==> config.mk <==
export PLATFORM = sky130hd
export DESIGN_NAME = result_fifo
export DESIGN_NICKNAME = d
export VERILOG_FILES = /design/src/rtl/result_fifo.sv
export SDC_FILE = /design/constraint.sdc
export NUM_CORES = 1
export LEC_CHECK = 0
export CORE_AREA = 8 8 69 71
export DETAILED_ROUTE_END_ITERATION = 7
export DIE_AREA = 0 0 77 79
export PLACE_DENSITY = 0.71
export SYNTH_ARGS = -nofsm -noshare
export SYNTH_HDL_FRONTEND = slang
export SYNTH_SLANG_ARGS = --single-unit
==> constraint.sdc <==
create_clock -name clk -period 2.1 [get_ports clk]
set_input_delay 0.21 -clock clk [delete_from_list [all_inputs] [get_ports clk]]
set_output_delay 0.21 -clock clk [all_outputs]
set_load 0.01 [all_outputs]
==> src/rtl/result_fifo.sv <==
// Result FIFO between the AND stage and its consumer: first-word fall-through, sticky overflow.
// Define RESULT_FIFO_PARITY_EN to store an even-parity bit per entry and expose out_parity.
module result_fifo #(
   parameter int WIDTH = 8,
   parameter int DEPTH = 4
) (
   input  logic                       clk,
   input  logic                       reset,
   input  logic [WIDTH-1:0]           in_data,
   input  logic                       in_valid,
   output logic                       in_ready,
   output logic [WIDTH-1:0]           out_data,
   output logic                       out_valid,
   input  logic                       out_ready,
   output logic [$clog2(DEPTH):0]     count,
   output logic                       overflow
`ifdef RESULT_FIFO_PARITY_EN
   ,
   output logic                       out_parity
`endif
);

   localparam int PW = $clog2(DEPTH);
   localparam int CW = PW + 1;
   localparam logic [CW-1:0] FULL_COUNT = CW'(DEPTH);

   logic [WIDTH-1:0] mem [DEPTH];
   logic [PW-1:0]    rd_ptr;
   logic [PW-1:0]    wr_ptr;
   logic             push;
   logic             pop;

   // Ready depends only on registered count, so a full FIFO refuses even during a pop.
   assign in_ready  = (count != FULL_COUNT);
   assign out_valid = (count != '0);
   assign push      = in_valid & in_ready;
   assign pop       = out_valid & out_ready;
   assign out_data  = mem[rd_ptr];

   always_ff @(posedge clk) begin
      if (push) begin
         mem[wr_ptr] <= in_data;
      end
   end

   // Power-of-two depth lets the pointers wrap by natural overflow.
   always_ff @(posedge clk) begin
      if (reset) begin
         rd_ptr   <= '0;
         wr_ptr   <= '0;
         count    <= '0;
         overflow <= 1'b0;
      end else begin
         if (push) begin
            wr_ptr <= wr_ptr + PW'(1);
         end
         if (pop) begin
            rd_ptr <= rd_ptr + PW'(1);
         end
         case ({push, pop})
            2'b10:   count <= count + CW'(1);
            2'b01:   count <= count - CW'(1);
            default: count <= count;
         endcase
         if (in_valid && !in_ready) begin
            overflow <= 1'b1;
         end
      end
   end

`ifdef RESULT_FIFO_PARITY_EN
   logic par_mem [DEPTH];

   always_ff @(posedge clk) begin
      if (push) begin
         par_mem[wr_ptr] <= ^in_data;
      end
   end

   // Parity storage is not reset, so mask it while empty.
   assign out_parity = out_valid ? par_mem[rd_ptr] : 1'b0;
`endif

endmodule

# ---- Word level (Yosys, flattened, before mapping)
# Memory sizes are Yosys's and may differ from the RTL's. A register that Yosys moved wholly into a read port is not among the register bits.
# Index checks and enable logic that the tools add are counted.
dict set report op_classes {
  mux 5
  bitwise 2
  reduce_logical 4
  n_eq_ne 3
  n_addsub 4
}
# op n
set op_table {}
lappend op_table {{3-bit one-hot mux with 2 select lines} 1}
lappend op_table {{2-bit by 1-bit adder with 2-bit output (second input constant)} 2}
lappend op_table {{2-bit two-way mux} 2}
lappend op_table {{3-bit by 1-bit adder with 3-bit output (second input constant)} 1}
lappend op_table {{3-bit inequality test (second input constant)} 1}
lappend op_table {{3-bit nonzero test} 1}
lappend op_table {{3-bit by 1-bit subtractor with 3-bit output (second input constant)} 1}
lappend op_table {{1-bit AND} 2}
lappend op_table {{2-bit by 1-bit == test with 1-bit output (second input constant)} 1}
lappend op_table {{2-bit == test (second input constant)} 1}
lappend op_table {{1-bit two-way mux} 2}
lappend op_table {{2-bit nonzero test} 1}
lappend op_table {{1-bit logical AND} 1}
lappend op_table {{1-bit zero test} 1}
dict set report word_totals {
  input_bits 12
  memories 1
  elab_cells 23
  ff_bits 8
  mem_bits_rw 32
}
# memory words width rd rd_clocked_by_memory_dff write_ports line
set mem_list {}
lappend mem_list {mem 4 8 1 1 1 27} ;# logic [WIDTH-1:0] mem [DEPTH];

# ---- Logic depth before layout (Yosys ltp)
# Gate-level depths: netlist of the first run.
dict set report depth {
  depth_word 4
  depth_mapped 9
  ltp_nobuf 9
}

# ---- Worst setup path before layout of the first run
# OpenSTA, ideal clock, no wires.
dict set report synth_timing {
  kind {register to register}
  from {reg count[2]}
  to {reg count[2]}
  path_stages_with_launch 10
  arrival_time_ns 2.010
  t_required_ns 2.030
  path_slack_ns 0.019
  setup_time_ns 0.070
  path_cell_list {dfxtp_1 nor3b_2 nor2_2 inv_1 ha_1 inv_1 fa_1 xor2_1 or3_1 a21oi_1}
}
dict set report synth_via {
  elab_chain_len 4
  word_cells_on_any_way 10
}
# item line
set synth_lines {}
lappend synth_lines {{from (decl)} 15} ;# output logic [$clog2(DEPTH):0] count,
lappend synth_lines {{from (signal assigned)} 61} ;# 2'b10: count <= count + CW'(1);
lappend synth_lines {{from (signal assigned)} 62} ;# 2'b01: count <= count - CW'(1);
lappend synth_lines {{from (signal assigned)} 63} ;# default: count <= count;
lappend synth_lines {{3-bit inequality test or 3-bit nonzero test (tied branches)} {34, 35}}
lappend synth_lines {{1-bit AND, on equally long branches} {36, 37}}
lappend synth_lines {{2-bit by 1-bit == test with 1-bit output or 2-bit == test (tied branches)} 60} ;# case ({push, pop})
lappend synth_lines {{3-bit one-hot mux with 2 select lines or 2-bit nonzero test (tied branches)} --}
# Parallel ways exist; a longest one is shown, timed or not.
# A chain may end at the register's enable or synchronous reset.

==> results of run 1 <==
[registers in the layout, summed over array words and instances (netlist names), named ones only]
register / cells
wr_ptr: 2
mem: 32
overflow: 1
count: 3
rd_ptr: 2
[power by group through the flow]
stage | registers (mW) | logic (mW) | clock network, mW
after floorplan | 1.08 | 0.417 | 0
after global placement | 1.06 | 0.777 | 0
after detailed placement | 1.07 | 0.791 | 0
after CTS | 1.06 | 0.802 | 0.657
after global routing | 1.07 | 0.890 | 0.687
final | 1.06 | 0.809 | 0.642
[worst paths after layout]
path	start	depth (start not counted)	endpoint
setup / recovery	register	3	out_data[3]
setup reg to reg	count[1]	9	count[2]
hold reg to reg	overflow	2	overflow
hold / removal	overflow	2	overflow
[per-layer routing]
layer / track usage / vias to the layer above / wire length (um) / share of wire
met5: 0 / - / 0 / 0
met4: 0.03396 / 0 / 43 / 0.015
met3: 0.05530 / 5 / 233 / 0.080
met2: 0.1793 / 25 / 1413 / 0.49
met1: 0.1070 / 457 / 1216 / 0.42
li1: - / 434 / - / -
[cell families after synthesis]
logic type / count (synthesis) / synth area share
flip-flops: 42 / 0.6988
AND/OR/NAND/NOR: 18 / 0.06100
buffers and inverters: 11 / 0.02560
multiplexers: 9 / 0.1145
AO/OA/AOI/OAI: 8 / 0.02937
adder cells (fa/ha/maj): 6 / 0.04970
XOR/XNOR: 4 / 0.02109
[timing repair]
action | CTS | global route
pin swaps | 0 | 1
buffers inserted | 0 | 1
gates resized for setup | 1 | 5
setup endpoints to repair | 1 | 5
[cell usage in the layout (no fill, tap or decap), types with 2 or more instances in the layout]
cell type        instances
inv_1                    8
clkdlybuf4s50_1         25
clkbuf_8                 6
dfxtp_1                  8
a21oi_1                  4
o21ai_0                  2
ha_1                     4
buf_4                    6
nor2_1                   7
dfxtp_2                  2
mux4_2                   8
and2_1                   4
edfxtp_1                32
or3_1                    3
nand2b_1                 2
xor2_1                   3
[final cells by class]
type	count	area (sq um)	area share
repair buffers	32	306.5	0.1427
well taps	50	62.56	0.02912
clock inverters	1	30.03	0.01398
clock buffers	7	86.33	0.04019
flip-flops and latches	42	1164	0.5416
inverters	8	30.03	0.01398
multi-input cells	45	469.2	0.2184
[worst max-delay path, stage by stage (launching register included)]
cell and delay [ns]:
dfxtp_1 0.33, buf_6 0.17, mux4_2 0.52, clkdlybuf4s50_1 0.49
[metrics by stage]
stage | instance area, sq um | setup slack, ns | cells
floorplan | 1662 | 0.01943 | 98
global placement | 2007 | 0.03829 | 176
detailed placement | 2007 | -0.05069 | 176
CTS | 2130 | 0.006701 | 184
global route | 2148 | 0.02087 | 185
finish | 2148 | 0.08880 | 185
==> qor.yml, run 1 <==
yosys:
  ys.flop_type: "edfxtp_1"
  ys_ff_latch: 42
  synth.top_cells.by_count: "edfxtp_1, dfxtp_1, inv_1, mux4_2, nor2_1"
  synth.area.top_cells: "edfxtp_1, dfxtp_1, mux4_2, ha_1, inv_1"
  yosysSeqAreaShare: 0.6988
  netlist_instances: 98
  yosys.area.top_type: "edfxtp_1"
  yosys_warnings: 0
  synth_area_sq_um: 1662
  avgSynthCellArea_sq_um: 16.96
  synthArstFlopShare: 0
  ys_types: 21
  yosysMostFrequentCell: "edfxtp_1"
  mappedNetlistNets: 116
  synth_edf_count: 32
  synth.top_cell.area_share: 0.5783
power:
  clockPowerShare: 0.255
  seq_power_share: 0.423
  p_int_mw: 1.860
  power_per_cell_area_nw_per_um2: 1169
  ir_worst_vdd_mv: 0.6321
  switchingPower_mw: 0.6523
  leakage_nw: 0.7448
  pwr-share-comb: 0.322
  switching_share: 0.2596
  power_mw: 2.512
cells_and_area:
  nFillCells: 317
  synthToLayoutAreaGrowth_pct: 29.29
  fin_util: 0.5655
  antenna_cells: 0
  final_layout_size_suffix_gt1_frac: 0.2148
  nNetsFinal: 152
timing:
  skew_ns: 0.006549
  period_minus_slack_ns: 2.011
  rsz0062_at_grt: "false"
  hold_viol_final: 0
  final.setup.tns_ns: 0
  worst_pin_slew_ns: 0.4523
  relSlewSlack: 0.6984
  fin_crit_sh: 0.9577
  finalSetupViolCount: 0
  fmax_mhz: 497.2
  slew_viol_final: 0
  holdWs_ns: 0.5090
worst_setup_path:
  end_kind: "output port"
  regToRegSetupSlack_ns: 0.12
  cp.arrival_ns: 1.80
  worst_ep_required_time_ns: 1.89
  crit_type: "reg2out"
  cp-start-kind: "register"
  path_max_fanout: 8
clock_network:
  cts_buffers: 5
  htreeDepth: 2
  cts_tree: "yes"
  holdBufCountCts: 0
  cts.clk_slew.worst_paths_ns: 0.07
  cts_sinks: 42
  clk_path_buf_depth: 2
  clk_latency_ns: 0.29
  root_buffer: "clkbuf_8"
floorplanning:
  fp.dieArea_sq_um: 6083
  die_width_um: 77
  io-pin-count: 26
  fp.coreArea_sq_um: 3799
  die_y_um: 79
  initial_core_util: 0.4374
  fp-row-count: 23
job:
  drv_cap: 0
route:
  wl_per_cell_um: 15.71
  drtPass1Iterations: 4
  antenna_left: 0
  drc_errors: 0
  num_vias: 921
  drtIter0Drc: 49
  vias_per_cell: 4.978
  wirelength_mm: 2.907
place:
  port_buffers: 25
  gp_congestion: 0.6993
  dp_hpwl_mm: 2.021
global_route:
  grt_pass1_vias: 1005
  grt_pass1_wl_mm: 4.864
  grtUsageTotal: 0.1040
  antenna_found_initial: 0
  grt_start_max_net_pins: 14
  grt-ovfl-total: 0
worst_hold_path:
  holdCritPathClass: "reg2reg"
outcome:
  status: "completed"
Power figures use the tool's default switching activity.
==> inputs of run 2 (changes only) <==
--- a/config.mk
+++ b/config.mk
@@ -12,3 +12,4 @@
 export SYNTH_ARGS = -nofsm -noshare
 export SYNTH_HDL_FRONTEND = slang
 export SYNTH_SLANG_ARGS = --single-unit
+export TNS_END_PERCENT = 30
==> results of run 2 <==
Final layout, timing and power as in run 1 (identical DEF).
